==> config.mk <==
export PLATFORM = sky130hd
export DESIGN_NAME = cpu_instr_feeder
export DESIGN_NICKNAME = d
export VERILOG_FILES = /design/src/rtl/cpu_instr_feeder.sv
export SDC_FILE = /design/constraint.sdc
export NUM_CORES = 1
export LEC_CHECK = 0
export CAP_MARGIN = 10
export CELL_PAD_IN_SITES_DETAIL_PLACEMENT = 1
export CELL_PAD_IN_SITES_GLOBAL_PLACEMENT = 1
export CORE_ASPECT_RATIO = 1.25
export CORE_MARGIN = 3
export CORE_UTILIZATION = 26
export DETAILED_ROUTE_END_ITERATION = 10
export GPL_ROUTABILITY_DRIVEN = 0
export GPL_TIMING_DRIVEN = 0
export PLACE_DENSITY = 0.58
export SLEW_MARGIN = 20
export SYNTH_ARGS = -nofsm -noshare
export SYNTH_HDL_FRONTEND = slang
export SYNTH_SLANG_ARGS = --single-unit
export TNS_END_PERCENT = 10
==> constraint.sdc <==
create_clock -name clk -period 3.4 [get_ports clk]
set_clock_uncertainty 0.15 [all_clocks]
set_input_delay 0.68 -clock clk [delete_from_list [all_inputs] [get_ports clk]]
set_output_delay 0.68 -clock clk [all_outputs]
set_load 0.02 [all_outputs]
==> src/rtl/cpu_instr_feeder.sv <==
// Sequences a small program into the CPU: load/s pulses one cycle each, then waits for w low->high.
// Latency go->load 1 cycle; a run ends on count reached or on a per-instruction timeout.
module cpu_instr_feeder #(
  parameter int AW      = 4,
  parameter int TIMEOUT = 64
) (
  input  logic          clk,
  input  logic          reset,
  input  logic          wr_en,
  input  logic [AW-1:0] wr_addr,
  input  logic [15:0]   wr_data,
  input  logic [AW:0]   num_instr,
  input  logic          go,
  input  logic          w,
  output logic [15:0]   cpu_in,
  output logic          cpu_load,
  output logic          cpu_s,
  output logic [AW-1:0] pc,
  output logic          busy,
  output logic          done,
  output logic          err
);

  localparam int            DEPTH   = 1 << AW;
  localparam int            TW      = $clog2(TIMEOUT + 1);
  localparam logic [AW:0]   DEPTH_N = (AW+1)'(DEPTH);
  localparam logic [TW-1:0] TMO_MAX = TW'(TIMEOUT - 1);

  typedef enum logic [2:0] {IDLE, LOAD, START, WAIT_BUSY, WAIT_DONE, DONE} state_t;

  state_t        state, state_nxt;
  logic [15:0]   mem [DEPTH];
  logic [AW:0]   n, n_nxt;
  logic [AW:0]   lim;
  logic [AW-1:0] pc_nxt;
  logic [TW-1:0] tcnt, tcnt_nxt;
  logic          done_nxt, err_nxt;
  logic [15:0]   cpu_in_nxt;
  logic          fetch;
  logic [AW-1:0] fetch_addr;
  logic          last;
  logic          tmo;

  assign lim  = (num_instr > DEPTH_N) ? DEPTH_N : num_instr;
  assign last = ({1'b0, pc} == (n - 1'b1));
  assign tmo  = (tcnt == TMO_MAX);

  always_ff @(posedge clk or negedge reset) begin
    if (!reset) begin
      state  <= IDLE;
      pc     <= '0;
      n      <= '0;
      tcnt   <= '0;
      done   <= 1'b0;
      err    <= 1'b0;
      cpu_in <= '0;
    end else begin
      state  <= state_nxt;
      pc     <= pc_nxt;
      n      <= n_nxt;
      tcnt   <= tcnt_nxt;
      done   <= done_nxt;
      err    <= err_nxt;
      cpu_in <= cpu_in_nxt;
    end
  end

  // Program memory is not reset; writes are locked out for the whole run.
  always_ff @(posedge clk) begin
    if (wr_en && !busy)
      mem[wr_addr] <= wr_data;
  end

  always_comb begin
    state_nxt  = state;
    pc_nxt     = pc;
    n_nxt      = n;
    tcnt_nxt   = tcnt;
    done_nxt   = done;
    err_nxt    = err;
    fetch      = 1'b0;
    fetch_addr = pc;
    cpu_load   = (state == LOAD);
    cpu_s      = (state == START);
    busy       = (state == LOAD) || (state == START) ||
                 (state == WAIT_BUSY) || (state == WAIT_DONE);

    case (state)
      IDLE, DONE: begin
        if (go) begin
          n_nxt    = lim;
          pc_nxt   = '0;
          err_nxt  = 1'b0;
          if (lim == '0) begin
            done_nxt  = 1'b1;
            state_nxt = DONE;
          end else begin
            done_nxt   = 1'b0;
            fetch      = 1'b1;
            fetch_addr = '0;
            state_nxt  = LOAD;
          end
        end
      end
      LOAD: state_nxt = START;
      START: begin
        tcnt_nxt  = '0;
        state_nxt = WAIT_BUSY;
      end
      WAIT_BUSY: begin
        tcnt_nxt = tcnt + 1'b1;
        if (!w) begin
          state_nxt = WAIT_DONE;
        end else if (tmo) begin
          done_nxt  = 1'b1;
          err_nxt   = 1'b1;
          state_nxt = DONE;
        end
      end
      WAIT_DONE: begin
        tcnt_nxt = tcnt + 1'b1;
        if (w) begin
          if (last) begin
            done_nxt  = 1'b1;
            state_nxt = DONE;
          end else begin
            pc_nxt     = pc + 1'b1;
            fetch      = 1'b1;
            fetch_addr = pc + 1'b1;
            state_nxt  = LOAD;
          end
        end else if (tmo) begin
          done_nxt  = 1'b1;
          err_nxt   = 1'b1;
          state_nxt = DONE;
        end
      end
      default: state_nxt = IDLE;
    endcase

    // cpu_in is registered on entry to LOAD so the word is stable for the whole load cycle;
    // a same-cycle write to the fetched address is forwarded so the run sees the new word.
    cpu_in_nxt = cpu_in;
    if (fetch) begin
      if (wr_en && !busy && (wr_addr == fetch_addr))
        cpu_in_nxt = wr_data;
      else
        cpu_in_nxt = mem[fetch_addr];
    end
  end

endmodule

==> impl_metrics.csv <==
group,metric,value,unit
floorplan,start_util,0.2634,
logic_synthesis,avgSynthCellArea,13.52,um^2
power,power_density,698.1,nW/um^2
logic_synthesis,synth_flop_cell,"edfxtp_1",
finish,final_cells,1732,
timing,worst_pin_slew,1.096,ns
logic_synthesis,yosys_register_bits,293,
timing,slew_headroom,0.2671,
floorplan,die-height,253.4,um
global_route,grt_pass1_vias,9022,
cts,clk_latency,0.57,ns
cts,numCtsBuffers,30,
place,place_ws,-1.371,ns
route,via_per_inst,5.027,
place,dp_cells,1655,
logic_synthesis,synth-edff-count,256,
global_route,grt_max_degree,24,
route,totalWireLength,40540,um
worst_setup_path,startpoint_type,"flip-flop",
power,peakVddDrop,0.4118,mV
floorplan,pin_count,55,
finish,nets,1098,
floorplan,core-area,48310,um^2
floorplan,dieArea,51650,um^2
logic_synthesis,yosysUniqueCellTypes,59,
finish,regArea,8613,um^2
finish,fillCellCount,5086,
logic_synthesis,syn-num-nets,974,
timing,finalSetupViolations,0,
power,power.leakage,5.581,nW
timing,finalHoldWorstSlack,0.3144,ns
outcome,outcome,"complete, no violations",
route,antenna_left,0,
run,cap_violations,0,
logic_synthesis,async_reset_ff_frac,0.1263,
finish,multi_input_area,4399,um^2
timing,rsz0062_at_grt,"yes",
logic_synthesis,synth_top_area_frac,0.6041,
worst_setup_path,end_kind,"flip-flop",
worst_setup_path,crit_type,"reg -> reg",
timing,post-route-period-util,0.9781,
timing,min_period,3.325,ns
finish,drive_gt1_frac,0.2500,
timing,fin_setup_tns,0,ns
timing,hold_viol_final,0,
finish,synthToLayoutAreaGrowth,27.83,%
logic_synthesis,ys_warn_count,0,
cts,cts_root_buffer,"clkbuf_16",
logic_synthesis,yosysSeqAreaShare,0.6768,
global_route,antenna_found_initial,0,
floorplan,die_x,203.9,um
route,initialDrtViolationCount,495,
global_route,overflow,0,
route,drt-pass1-iter-count,5,
cts,clockBufferDepth,3,
worst_hold_path,hold_path_class,"in -> reg",
worst_setup_path,critical_path.max_fanout,10,
power,fin_total_pwr,0.01136,W
floorplan,rows,90,
timing,max_freq,300.7,MHz
global_route,grt_usage,0.1526,
place,place.detailed.hpwl,27410,um
logic_synthesis,synth.cell_area,12730,um^2
logic_synthesis,synth_top_area_cell,"edfxtp_1",
route,route.vias.total,8707,
cts,cts_tree,"built",
logic_synthesis,synth_cells,941,
cts,path_clk_slew,0.07,ns
place,port_buffers,51,
cts,cts_htree_levels,1,
global_route,grt_pass1_wl,59510,um
worst_setup_path,cp_data_arrival_time,3.61,ns
route,avgRoutedWirePerCell,23.40,um
finish,antenna_cells,0,
timing,fin_ws,0.07453,ns
worst_setup_path,required,3.69,ns
cts,cts.sinks,293,
timing,slew_violations,0,
logic_synthesis,netlist_top_cells_area,"edfxtp_1, dfrtp_1, mux2i_1, nand2_1, a221oi_1",
route,remaining_drc_errors,0,
## stage by stage
stage	area, um^2	util
6_report	16270	0.3368
5_1_grt	16270	0.3368
4_1_cts	15850	0.3280
3_5_place_dp	14300	0.2959
3_3_place_gp	14040	0.2907
2_1_floorplan	12730	-
## critical path, stage by stage (launching register included)
cell	delay, ns
dfrtp_1	0.40
inv_1	0.09
ha_2	0.18
xor2_1	0.25
xnor2_2	0.17
a41o_2	0.32
buf_4	0.18
a22o_1	0.20
buf_4	0.18
buf_6	0.18
a221oi_1	0.36
a311oi_1	0.12
a211oi_2	0.29
a211oi_1	0.10
## logic make-up after synthesis
family                     after synthesis  synth area share
AOI/OAI and AO/OA                      211            0.1291
xor gates and xnor gates                12          0.008259
adders and majority gates                3          0.002950
buffers and inverters                   89           0.03028
DFF                                    293            0.6768
muxes                                   71           0.05604
and+or+nand+nor                        262           0.09655
## synthesized netlist by cell type, drive strengths merged, types with 2 or more instances
| cell | number |
|---|---|
| edfxtp | 256 |
| a221oi | 46 |
| clkbuf | 39 |
| nor3 | 12 |
| or3 | 17 |
| a21oi | 14 |
| and3 | 2 |
| mux2i | 69 |
| nand3b | 5 |
| o21ai | 20 |
| dfrtp | 37 |
| nor2 | 33 |
| o211ai | 2 |
| or4 | 2 |
| o31ai | 17 |
| nand2 | 130 |
| mux2 | 2 |
| and2 | 3 |
| a311oi | 17 |
| buf | 28 |
| ha | 3 |
| o22ai | 4 |
| o21a | 3 |
| o22a | 3 |
| nor3b | 5 |
| nand3 | 34 |
| xor2 | 3 |
| inv | 22 |
| a211oi | 55 |
| nor2b | 2 |
| a31oi | 18 |
| nand4b | 2 |
| a41o | 2 |
| xnor2 | 9 |
| nand2b | 11 |
| a41oi | 2 |
## cell type report
type / instances / share of cell area
clock inverters: 12 / 0.006153
repair buffers: 92 / 0.05584
plain buffers: 67 / 0.02800
multi-input cells: 559 / 0.2704
clock buffers: 43 / 0.05553
flip-flops and latches: 293 / 0.5295
inverters: 22 / 0.005076
well taps: 644 / 0.04953
## per-layer routing
layer	global-route usage	wire length, um	vias up
met3	0.01903	1502	52
li1	-	-	3911
met1	0.2037	18080	4556
met2	0.2640	20010	188
met4	0.03817	945	0
met5	0	0	-
## cell usage in the layout (no fill, tap or decap), types with 4 or more instances in the layout
cell type        netlist  layout
a211oi_1              45      27
clkbuf_16              0      33
nand2b_1              11      11
a311oi_2               0      11
a311oi_1              17       6
buf_2                 20       7
or3_1                 17      17
o22ai_1                4       4
o31ai_1               17      16
nor2_2                 1      17
a31oi_2                0       5
o21ai_0               18      18
buf_4                  3      31
a31oi_1               18      10
inv_1                 22      22
nor3_2                 0       4
clkbuf_2               0      20
a221oi_2               0      26
a211oi_2              10      28
a221oi_1              46      15
xnor2_1                9       7
clkdlybuf4s50_1        0      50
a21oi_1               13      12
nand2_1              130     129
edfxtp_1             256     256
buf_6                  2      23
nand3_1               34      34
a221oi_4               0       5
clkbuf_8               0       5
dfrtp_1               37      37
mux2i_1               69      69
clkinv_2               0       5
clkbuf_1              39      14
nor3_1                12       8
nor2_1                32      15
nand3b_1               5       5
clkbuf_4               0      13
## flip-flops by register name, summed over array words and instances, names as in the netlist
name and flops:
cpu_in 16, done 1, err 1, mem 256, n 5, pc 4
state 3, tcnt 7
## power breakdown
group | internal (W) | total [W] | leakage, nW | switching [W]
logic | 0.00144 | 0.00364 | 2.33 | 0.00220
registers | 0.00417 | 0.00436 | 2.76 | 0.000190
clock network | 0.00192 | 0.00336 | 0.491 | 0.00143
total | 0.00753 | 0.0114 | 5.58 | 0.00382
## timing repair
action	in CTS	in global routing
cloned	0	1
pin swaps	15	13
hold endpoints to repair	14	0
endpoints found under the setup margin	16	17
hold buffers	1	0
buffers inserted	9	11
resized for setup	116	79
## worst paths after layout
kind / cells past startpoint / endpoint / from / slack (ns)
max: 13 / cpu_in[15]$_DFFE_PN0P_ / n[0]$_DFFE_PN0P_ / 0.07
max reg2reg: 13 / cpu_in[15]$_DFFE_PN0P_ / n[0]$_DFFE_PN0P_ / 0.07
max in group asynchronous: 3 / cpu_in[11]$_DFFE_PN0P_ / reset / 2.16
min in group asynchronous: 2 / tcnt[5]$_DFFE_PN0P_ / reset / 0.44
min: 3 / pc[3]$_DFFE_PN0P_ / w / 0.31
min reg2reg: 1 / err$_DFFE_PN0P_ / err$_DFFE_PN0P_ / 0.34
(Power assumes the default switching activity.)
